<file path="src/rtl/triangular_wave_analyzer.sv">
// Triangular waveform analyzer: slope tracking, peak/trough detection,
// period and amplitude measurement over accepted samples.
module triangular_wave_analyzer #(
  parameter int DATA_W = 16,
  parameter int CNT_W  = 24
) (
  input  logic              clk,
  input  logic              rst_n,
  input  logic              ena,
  input  logic              in_valid,
  input  logic [DATA_W-1:0] in_data,
  output logic [DATA_W-1:0] peak,
  output logic [DATA_W-1:0] trough,
  output logic [DATA_W-1:0] amplitude,
  output logic [CNT_W-1:0]  period,
  output logic              meas_valid,
  output logic              locked,
  output logic              overflow
);

  typedef enum logic [1:0] {
    IDLE,
    DIR,
    RISE,
    FALL
  } state_e;

  localparam logic [CNT_W-1:0] CMAX = '1;

  state_e            state_q, state_d;
  logic [DATA_W-1:0] prev_q, prev_d;
  logic [DATA_W-1:0] peak_q, peak_d;
  logic [DATA_W-1:0] trough_q, trough_d;
  logic [DATA_W-1:0] amp_q, amp_d;
  logic [CNT_W-1:0]  cnt_q, cnt_d;
  logic [CNT_W-1:0]  period_q, period_d;
  logic              have_pk_q, have_pk_d;
  logic              mv_q, mv_d;
  logic              locked_q, locked_d;
  logic              ovf_q, ovf_d;
  logic [CNT_W-1:0]  cnt_inc;
  logic              pk_ev;

  // Saturating increment doubles as the period value reported on a peak.
  assign cnt_inc = (cnt_q == CMAX) ? CMAX : cnt_q + CNT_W'(1);

  always_comb begin
    state_d   = state_q;
    prev_d    = prev_q;
    peak_d    = peak_q;
    trough_d  = trough_q;
    amp_d     = amp_q;
    cnt_d     = cnt_q;
    period_d  = period_q;
    have_pk_d = have_pk_q;
    mv_d      = 1'b0;
    locked_d  = locked_q;
    ovf_d     = ovf_q;
    pk_ev     = 1'b0;
    if (!ena) begin
      state_d   = IDLE;
      prev_d    = '0;
      peak_d    = '0;
      trough_d  = '0;
      amp_d     = '0;
      cnt_d     = '0;
      period_d  = '0;
      have_pk_d = 1'b0;
      locked_d  = 1'b0;
      ovf_d     = 1'b0;
    end else if (in_valid) begin
      prev_d = in_data;
      cnt_d  = cnt_inc;
      unique case (state_q)
        IDLE: begin
          cnt_d   = '0;
          state_d = DIR;
        end
        DIR: begin
          if (in_data > prev_q) state_d = RISE;
          else if (in_data < prev_q) state_d = FALL;
        end
        RISE: begin
          if (in_data < prev_q) begin
            pk_ev   = 1'b1;
            state_d = FALL;
          end
        end
        FALL: begin
          if (in_data > prev_q) begin
            trough_d = prev_q;
            state_d  = RISE;
          end
        end
        default: state_d = IDLE;
      endcase
      if (pk_ev) begin
        peak_d    = prev_q;
        cnt_d     = '0;
        have_pk_d = 1'b1;
        if (have_pk_q) begin
          period_d = cnt_inc;
          amp_d    = prev_q - trough_q;
          mv_d     = 1'b1;
          locked_d = 1'b1;
          if (cnt_inc == CMAX) ovf_d = 1'b1;
        end
      end
    end
  end

  always_ff @(posedge clk or negedge rst_n) begin
    if (!rst_n) begin
      state_q   <= IDLE;
      prev_q    <= '0;
      peak_q    <= '0;
      trough_q  <= '0;
      amp_q     <= '0;
      cnt_q     <= '0;
      period_q  <= '0;
      have_pk_q <= 1'b0;
      mv_q      <= 1'b0;
      locked_q  <= 1'b0;
      ovf_q     <= 1'b0;
    end else begin
      state_q   <= state_d;
      prev_q    <= prev_d;
      peak_q    <= peak_d;
      trough_q  <= trough_d;
      amp_q     <= amp_d;
      cnt_q     <= cnt_d;
      period_q  <= period_d;
      have_pk_q <= have_pk_d;
      mv_q      <= mv_d;
      locked_q  <= locked_d;
      ovf_q     <= ovf_d;
    end
  end

  assign peak       = peak_q;
  assign trough     = trough_q;
  assign amplitude  = amp_q;
  assign period     = period_q;
  assign meas_valid = mv_q;
  assign locked     = locked_q;
  assign overflow   = ovf_q;

endmodule

</file>
<file path="config.mk">
export PLATFORM = sky130hd
export DESIGN_NAME = triangular_wave_analyzer
export DESIGN_NICKNAME = d
export VERILOG_FILES = /design/src/rtl/triangular_wave_analyzer.sv
export SDC_FILE = /design/constraint.sdc
export NUM_CORES = 1
export LEC_CHECK = 0
export ABC_AREA = 1
export BUFFER_PORTS_ARGS = -buffer_cell sky130_fd_sc_hd__buf_2
export CORE_UTILIZATION = 35
export DETAILED_ROUTE_END_ITERATION = 10
export REMOVE_ABC_BUFFERS = 1
export SLEW_MARGIN = 20
export SYNTH_ARGS = -nofsm -noshare
export SYNTH_HDL_FRONTEND = slang
export SYNTH_SLANG_ARGS = --single-unit
</file>
<file path="constraint.sdc">
create_clock -name clk -period 1.9 [get_ports clk]
set_input_delay 0.095 -clock clk [delete_from_list [all_inputs] [get_ports clk]]
set_output_delay 0.095 -clock clk [all_outputs]
set_load 0.1 [all_outputs]
</file>
==> impl_metrics.py, run 1 <==
metrics = {
    "run_status": {
        "status": "complete, but fails checks",
        "violations": "design-rule violations, negative setup slack",
    },
    "grt": {
        "grt_pass1_vias": 6533,
        "antenna_found_initial": 0,
        "grt.overflow.total": 0,
        "track_usage": 0.224,
        "grt_pass1_wl_um": 33700,
        "grt_max_degree": 119,
    },
    "floorplan": {
        "fp.dieH_um": 138,
        "dieArea_um2": 19100,
        "fp.dieW_um": 138,
        "row_count": 49,
        "initial_core_util": 0.359,
        "ios": 95,
        "core_area_um2": 18100,
    },
    "power_and_ir_drop": {
        "ir_drop_v": 0.000703,
        "p_leak_nw": 4.81,
        "p_total_mw": 7.44,
        "pwr_density_cell_nw_per_um2": 759,
    },
    "critical_path": {
        "criticalPathCategory": "reg -> reg",
        "cp.required_ns": 2.21,
        "critPathMostFrequentCell": "nand2_4",
        "crit_fanout": 8,
        "critPathLaunchType": "register",
        "crit_path_cell_trace": "inv_1, ha_1, nand2_4, nor4_4, buf_4, nand4_1, nand2_4, o21ai_4, buf_6, buf_12, nand3_2, o21ai_1",
        "slowest_stage": "dfrtp_1",
        "critPathArrivalTime_ns": 2.48,
        "slowest_delay_ns": 0.34,
        "critPathCaptureType": "register",
    },
    "timing": {
        "period_minus_slack_ns": 2.17,
        "max_freq_ghz": 0.461,
        "fin_setup_tns_ns": -17.83,
        "fin_ws_ns": -0.268,
        "skew_ns": 0.0118,
        "worst_pin_slew_ns": 0.659,
        "slew_viol_final": 0,
        "max_slew_margin": 0.560,
        "hold_viol_final": 0,
        "fin_crit_sh": 1.14,
        "setup-violations-final": 100,
        "rsz0062_at_grt": "true",
    },
    "synth": {
        "synth_ff_type": "dfrtp_1",
        "syn_area_um2": 6500,
        "ys_seq_area_frac": 0.454,
        "synth_cell_types": 37,
        "synth-async-reset-ratio": 1.00,
        "synth_seq_cells": 118,
        "synth_edf_count": 0,
        "synth_cells": 826,
        "yosys_warnings": 0,
        "synth.avg_cell_area_um2": 7.87,
    },
    "final_layout": {
        "nets": 1119,
        "final_common_cell": "nand2_1",
        "antenna_cells": 0,
        "fillers": 1651,
        "final_cell_mix": "143 x nand2_1, 118 x dfrtp_1, 113 x buf_4",
        "drive_above_1_share": 0.378,
        "synthToLayoutAreaGrowth_pct": 50.8,
    },
    "routing": {
        "drtPass1Iterations": 8,
        "drt-total-wl_um": 21100,
        "vias": 6589,
        "route.detailed.drc": 6,
        "routedWlPerCell_um": 16.1,
        "dr.first_iter.drc_count": 471,
        "wl_met3_um": 795,
        "top_layer": "met4",
        "route.met2.wl_um": 10600,
        "met1_length_um": 9190,
        "routed_via_density": 5.04,
        "ant_nets": 0,
    },
    "worst_hold_path": {
        "hp-class": "in -> reg",
    },
    "clock_tree": {
        "htreeDepth": 4,
        "clkLatencyLatePin_ns": 0.43,
        "cts_root_buf": "clkbuf_16",
        "clkTransAtPathRegs_ns": 0.06,
        "cts_buffer_depth": 2,
        "cts-buffers-inserted": 17,
        "cts.sinks": 118,
        "tritoncts": "done",
    },
    "run": {
        "cap_violations": 0,
    },
    "placed_design": {
        "place_hpwl_um": 13200,
        "gp_congestion": 0.913,
        "portBuffers": 94,
    },
}
[timing repair]
item / CTS / global route
gates cloned: 6 / 2
setup endpoints to repair: 101 / 102
hold buffers: 17 / 0
buffers inserted: 8 / 9
resized for setup: 148 / 80
pin swaps: 21 / 42
hold endpoints to repair: 134 / 0
[worst max-delay path, delay by kind of cell (launching register included)]
family                     cells  cell delay (ns)
AOI/OAI and AO/OA              2             0.14
adders and majority gates      1             0.31
buffers and inverters          4             0.53
DFF                            1             0.34
and+or+nand+nor                5             0.72
[kinds of logic (layout without fill, tap and decap cells)]
group                    Yosys count  after routing  synth area share
XOR/XNOR                          18             18            0.0243
buffers and inverters            132            385            0.0790
AND/OR/NAND/NOR                  382            382             0.261
AO/OA/AOI/OAI                    143            143             0.117
adder cells (fa/ha/maj)           33             33            0.0647
flip-flops                       118            118             0.454
[Yosys cell counts (2+ instances only)]
| cell | count | area, µm² |
|---|---|---|
| nor2_1 | 57 | 214 |
| nand2_4 | 2 | 22.5 |
| nand4_1 | 8 | 50.1 |
| buf_2 | 8 | 40.0 |
| o22ai_1 | 18 | 113 |
| dfrtp_1 | 118 | 2950 |
| nand3_1 | 124 | 621 |
| o21ai_0 | 88 | 440 |
| nor2_4 | 3 | 33.8 |
| inv_1 | 100 | 375 |
| inv_2 | 2 | 7.51 |
| clkbuf_1 | 20 | 75.1 |
| xor2_1 | 10 | 87.6 |
| nor3_1 | 2 | 10.0 |
| a21oi_1 | 28 | 140 |
| xnor2_1 | 8 | 70.1 |
| nand2_1 | 170 | 638 |
| nand2_2 | 4 | 25.0 |
| o21ai_1 | 2 | 10.0 |
| ha_1 | 32 | 400 |
| nand3b_1 | 3 | 22.5 |
| nor2_2 | 4 | 25.0 |
[through the flow]
stage	setup WS, ns	instance area [µm²]	hold WS [ns]	utilization	instances
after global routing	-0.384	9800	0.0465	0.542	1308
after CTS	-0.217	9400	0.0237	0.520	1298
after global placement	-0.389	8070	0.246	0.446	1235
after floorplan	-0.707	6370	-0.201	-	796
final	-0.268	9800	0.0414	0.542	1308
after detailed placement	-0.405	8070	0.249	0.446	1235
[final timing paths]
path | startpoint | endpoint | slack [ns] | cells after the start
hold / removal | ena | overflow | 0.04 | 3
hold reg to reg | peak[13] | peak[13] | 0.48 | 2
min in group asynchronous | rst_n | period[11] | 0.30 | 3
setup / recovery | prev_q[12] | trough[9] | -0.27 | 12
max in group asynchronous | rst_n | prev_q[13] | 1.10 | 3
setup reg to reg | prev_q[12] | trough[9] | -0.27 | 12
[final cells by class]
class | count | area, µm² | share of cell area
multi-input combinational | 576 | 3640 | 0.371
timing repair buffer | 251 | 1980 | 0.202
clock buffer | 20 | 447 | 0.0456
clock inverter | 12 | 105 | 0.0107
sequential | 118 | 2950 | 0.301
tap | 229 | 287 | 0.0292
inverter | 102 | 385 | 0.0393
[power by group]
part	switching, mW	leakage [nW]	total, mW	internal [mW]
registers	0.0522	1.63	2.64	2.59
clock network	1.21	0.258	3.03	1.82
logic	1.09	2.93	1.77	0.681
total	2.35	4.81	7.44	5.09
[sequential cells by signal (all words and copies together) (netlist names)]
signal,cells
amplitude,16
overflow,1
cnt_q,24
meas_valid,1
prev_q,16
trough,16
peak,16
have_pk_q,1
locked,1
period,24
state_q,2
[routing by layer]
layer,track usage,up-vias
li1,-,3217
met1,0.288,3179
met2,0.380,160
met3,0.0391,33
met4,0.0810,0
met5,0,-
Power figures use the tool's default switching activity.
==> run 2, diff against run 1 <==
--- a/config.mk
+++ b/config.mk
@@ -9,6 +9,7 @@
 export BUFFER_PORTS_ARGS = -buffer_cell sky130_fd_sc_hd__buf_2
 export CORE_UTILIZATION = 35
 export DETAILED_ROUTE_END_ITERATION = 10
+export PLACE_DENSITY_LB_ADDON = 0.05
 export REMOVE_ABC_BUFFERS = 1
 export SLEW_MARGIN = 20
 export SYNTH_ARGS = -nofsm -noshare
==> run 2 against run 1 <==
  * The run still ends with design-rule violations, negative setup slack left
  * Final cell count up 3.0%
  * Die area stayed put
  * Worst hold slack lost 0.041 ns
  * Worst setup slack improved by 0.0060 ns
  * Fmax is 0.28% higher
==> impl_metrics.py, run 2 (synthesized netlist as in run 1, its figures left out) <==
metrics = {
    "timing": {
        "setup-violations-final": 99,
        "skew_ns": 0.00812,
        "fin_ws_ns": -0.262,
        "slew_viol_final": 0,
        "max_freq_ghz": 0.462,
        "worst_pin_slew_ns": 0.827,
        "hold_ws_ns": 0.00000291,
        "rsz0062_at_grt": "true",
        "max_slew_margin": 0.448,
        "period_minus_slack_ns": 2.16,
        "fin_crit_sh": 1.14,
        "hold_viol_final": 0,
    },
    "routing": {
        "routed_via_density": 5.05,
        "drt-total-wl_um": 23100,
        "vias": 6804,
        "routedWlPerCell_um": 17.2,
        "route.detailed.drc": 10,
        "ant_nets": 0,
        "drtPass1Iterations": 8,
        "dr.first_iter.drc_count": 285,
    },
    "placed_design": {
        "dp_cells": 1267,
        "place_hpwl_um": 14400,
        "gp_congestion": 0.899,
        "portBuffers": 94,
        "placed_area_um2": 8350,
        "pre_cts_ws_ns": -0.486,
    },
    "final_layout": {
        "regArea_um2": 2950,
        "nets": 1158,
        "fin_area_um2": 10500,
        "drive_above_1_share": 0.417,
        "antenna_cells": 0,
        "final_cell_mix": "147 x buf_4, 130 x nand2_1, 118 x dfrtp_1",
        "multiInputGateArea_um2": 3870,
        "layoutNonFillerInstCount": 1347,
        "final_common_cell": "buf_4",
        "synthToLayoutAreaGrowth_pct": 60.9,
        "fillers": 1627,
    },
    "critical_path": {
        "cp.required_ns": 2.24,
        "critPathLaunchType": "register",
        "crit_start": "prev_q[15]",
        "slowest_delay_ns": 0.37,
        "rrSetupSlack_ns": -0.26,
        "crit_path_cell_trace": "inv_2, ha_4, nand2_4, o21ai_1, a21oi_2, buf_4, buf_4, nand2_4, nand2_4, o21ai_4, buf_6, nand3_2, o21ai_1",
        "slowest_stage": "dfrtp_1",
        "r2r_start": "prev_q[15]",
        "criticalPathCategory": "reg -> reg",
        "critPathCaptureType": "register",
        "crit_fanout": 6,
        "critPathArrivalTime_ns": 2.50,
        "critPathMostFrequentCell": "nand2_4",
    },
    "power_and_ir_drop": {
        "pwr_density_cell_nw_per_um2": 765,
        "ir_drop_v": 0.000630,
        "p_leak_nw": 5.14,
        "p_total_mw": 8.00,
    },
    "floorplan": {
        "core_area_um2": 18100,
        "fp.dieH_um": 138,
        "fp.dieW_um": 138,
        "dieArea_um2": 19100,
        "initial_core_util": 0.359,
        "row_count": 49,
        "ios": 95,
    },
    "run_status": {
        "status": "complete, but fails checks",
        "violations": "design-rule violations, negative setup slack",
    },
    "clock_tree": {
        "tritoncts": "done",
        "clkLatencyLatePin_ns": 0.42,
        "clkTransAtPathRegs_ns": 0.06,
        "cts.sinks": 118,
        "cts-buffers-inserted": 17,
        "cts_buffer_depth": 2,
        "cts_root_buf": "clkbuf_16",
        "htreeDepth": 4,
    },
    "run": {
        "cap_violations": 0,
    },
    "grt": {
        "grt_max_degree": 96,
        "antenna_found_initial": 0,
        "track_usage": 0.234,
        "grt_pass1_vias": 6921,
        "grt.overflow.total": 0,
        "grt_pass1_wl_um": 35100,
    },
    "worst_hold_path": {
        "min_from": "in_data[13]",
        "hp-class": "in -> reg",
    },
}
[run 2: critical path, delay by kind of cell (launching register included)]
kind / cells / cell delay [ns]
compound gates: 4 / 0.64
fa+ha+maj: 1 / 0.28
buf+inv: 4 / 0.54
flops: 1 / 0.37
simple gates: 4 / 0.26
[run 2: area by class of cell]
type | instances | share of cell area
multi-input cells | 577 | 0.370
flip-flops and latches | 118 | 0.282
repair buffers | 289 | 0.222
clock buffers | 25 | 0.0493
inverters | 102 | 0.0381
well taps | 229 | 0.0274
clock inverters | 7 | 0.0110
[run 2: through the flow]
stage,utilization,TNS [ns]
2_1_floorplan,-,-29.16
4_1_cts,0.541,-14.41
6_report,0.578,-20.27
3_3_place_gp,0.462,-32.28
5_1_grt,0.578,-31.38
3_5_place_dp,0.462,-37.62
[run 2: power by group]
group	internal (mW)	leakage, nW	switching [mW]
Clock	2.27	0.306	1.15
Sequential	2.59	1.63	0.0558
Combinational	0.762	3.21	1.17
[run 2: worst paths after layout]
path / end / depth (start not counted)
hold reg to reg: peak[3] / 2
setup / recovery: trough[1] / 13
hold / removal: prev_q[13] / 3
max in group asynchronous: peak[13] / 3
setup reg to reg: trough[1] / 13
min in group asynchronous: period[6] / 2
[run 2: repair_timing]
action	CTS	global route
hold buffers	15	0
cloned	4	9
setup endpoints to repair	102	102
buffers inserted	17	6
resized for setup	123	151
pin swaps	33	33
endpoints found under the hold margin	45	0
[run 2: metal layers]
layer  GRT usage  share of wire
met1       0.282           0.43
met2       0.415           0.52
met4       0.101          0.019
met5           0              0
met3      0.0381          0.031
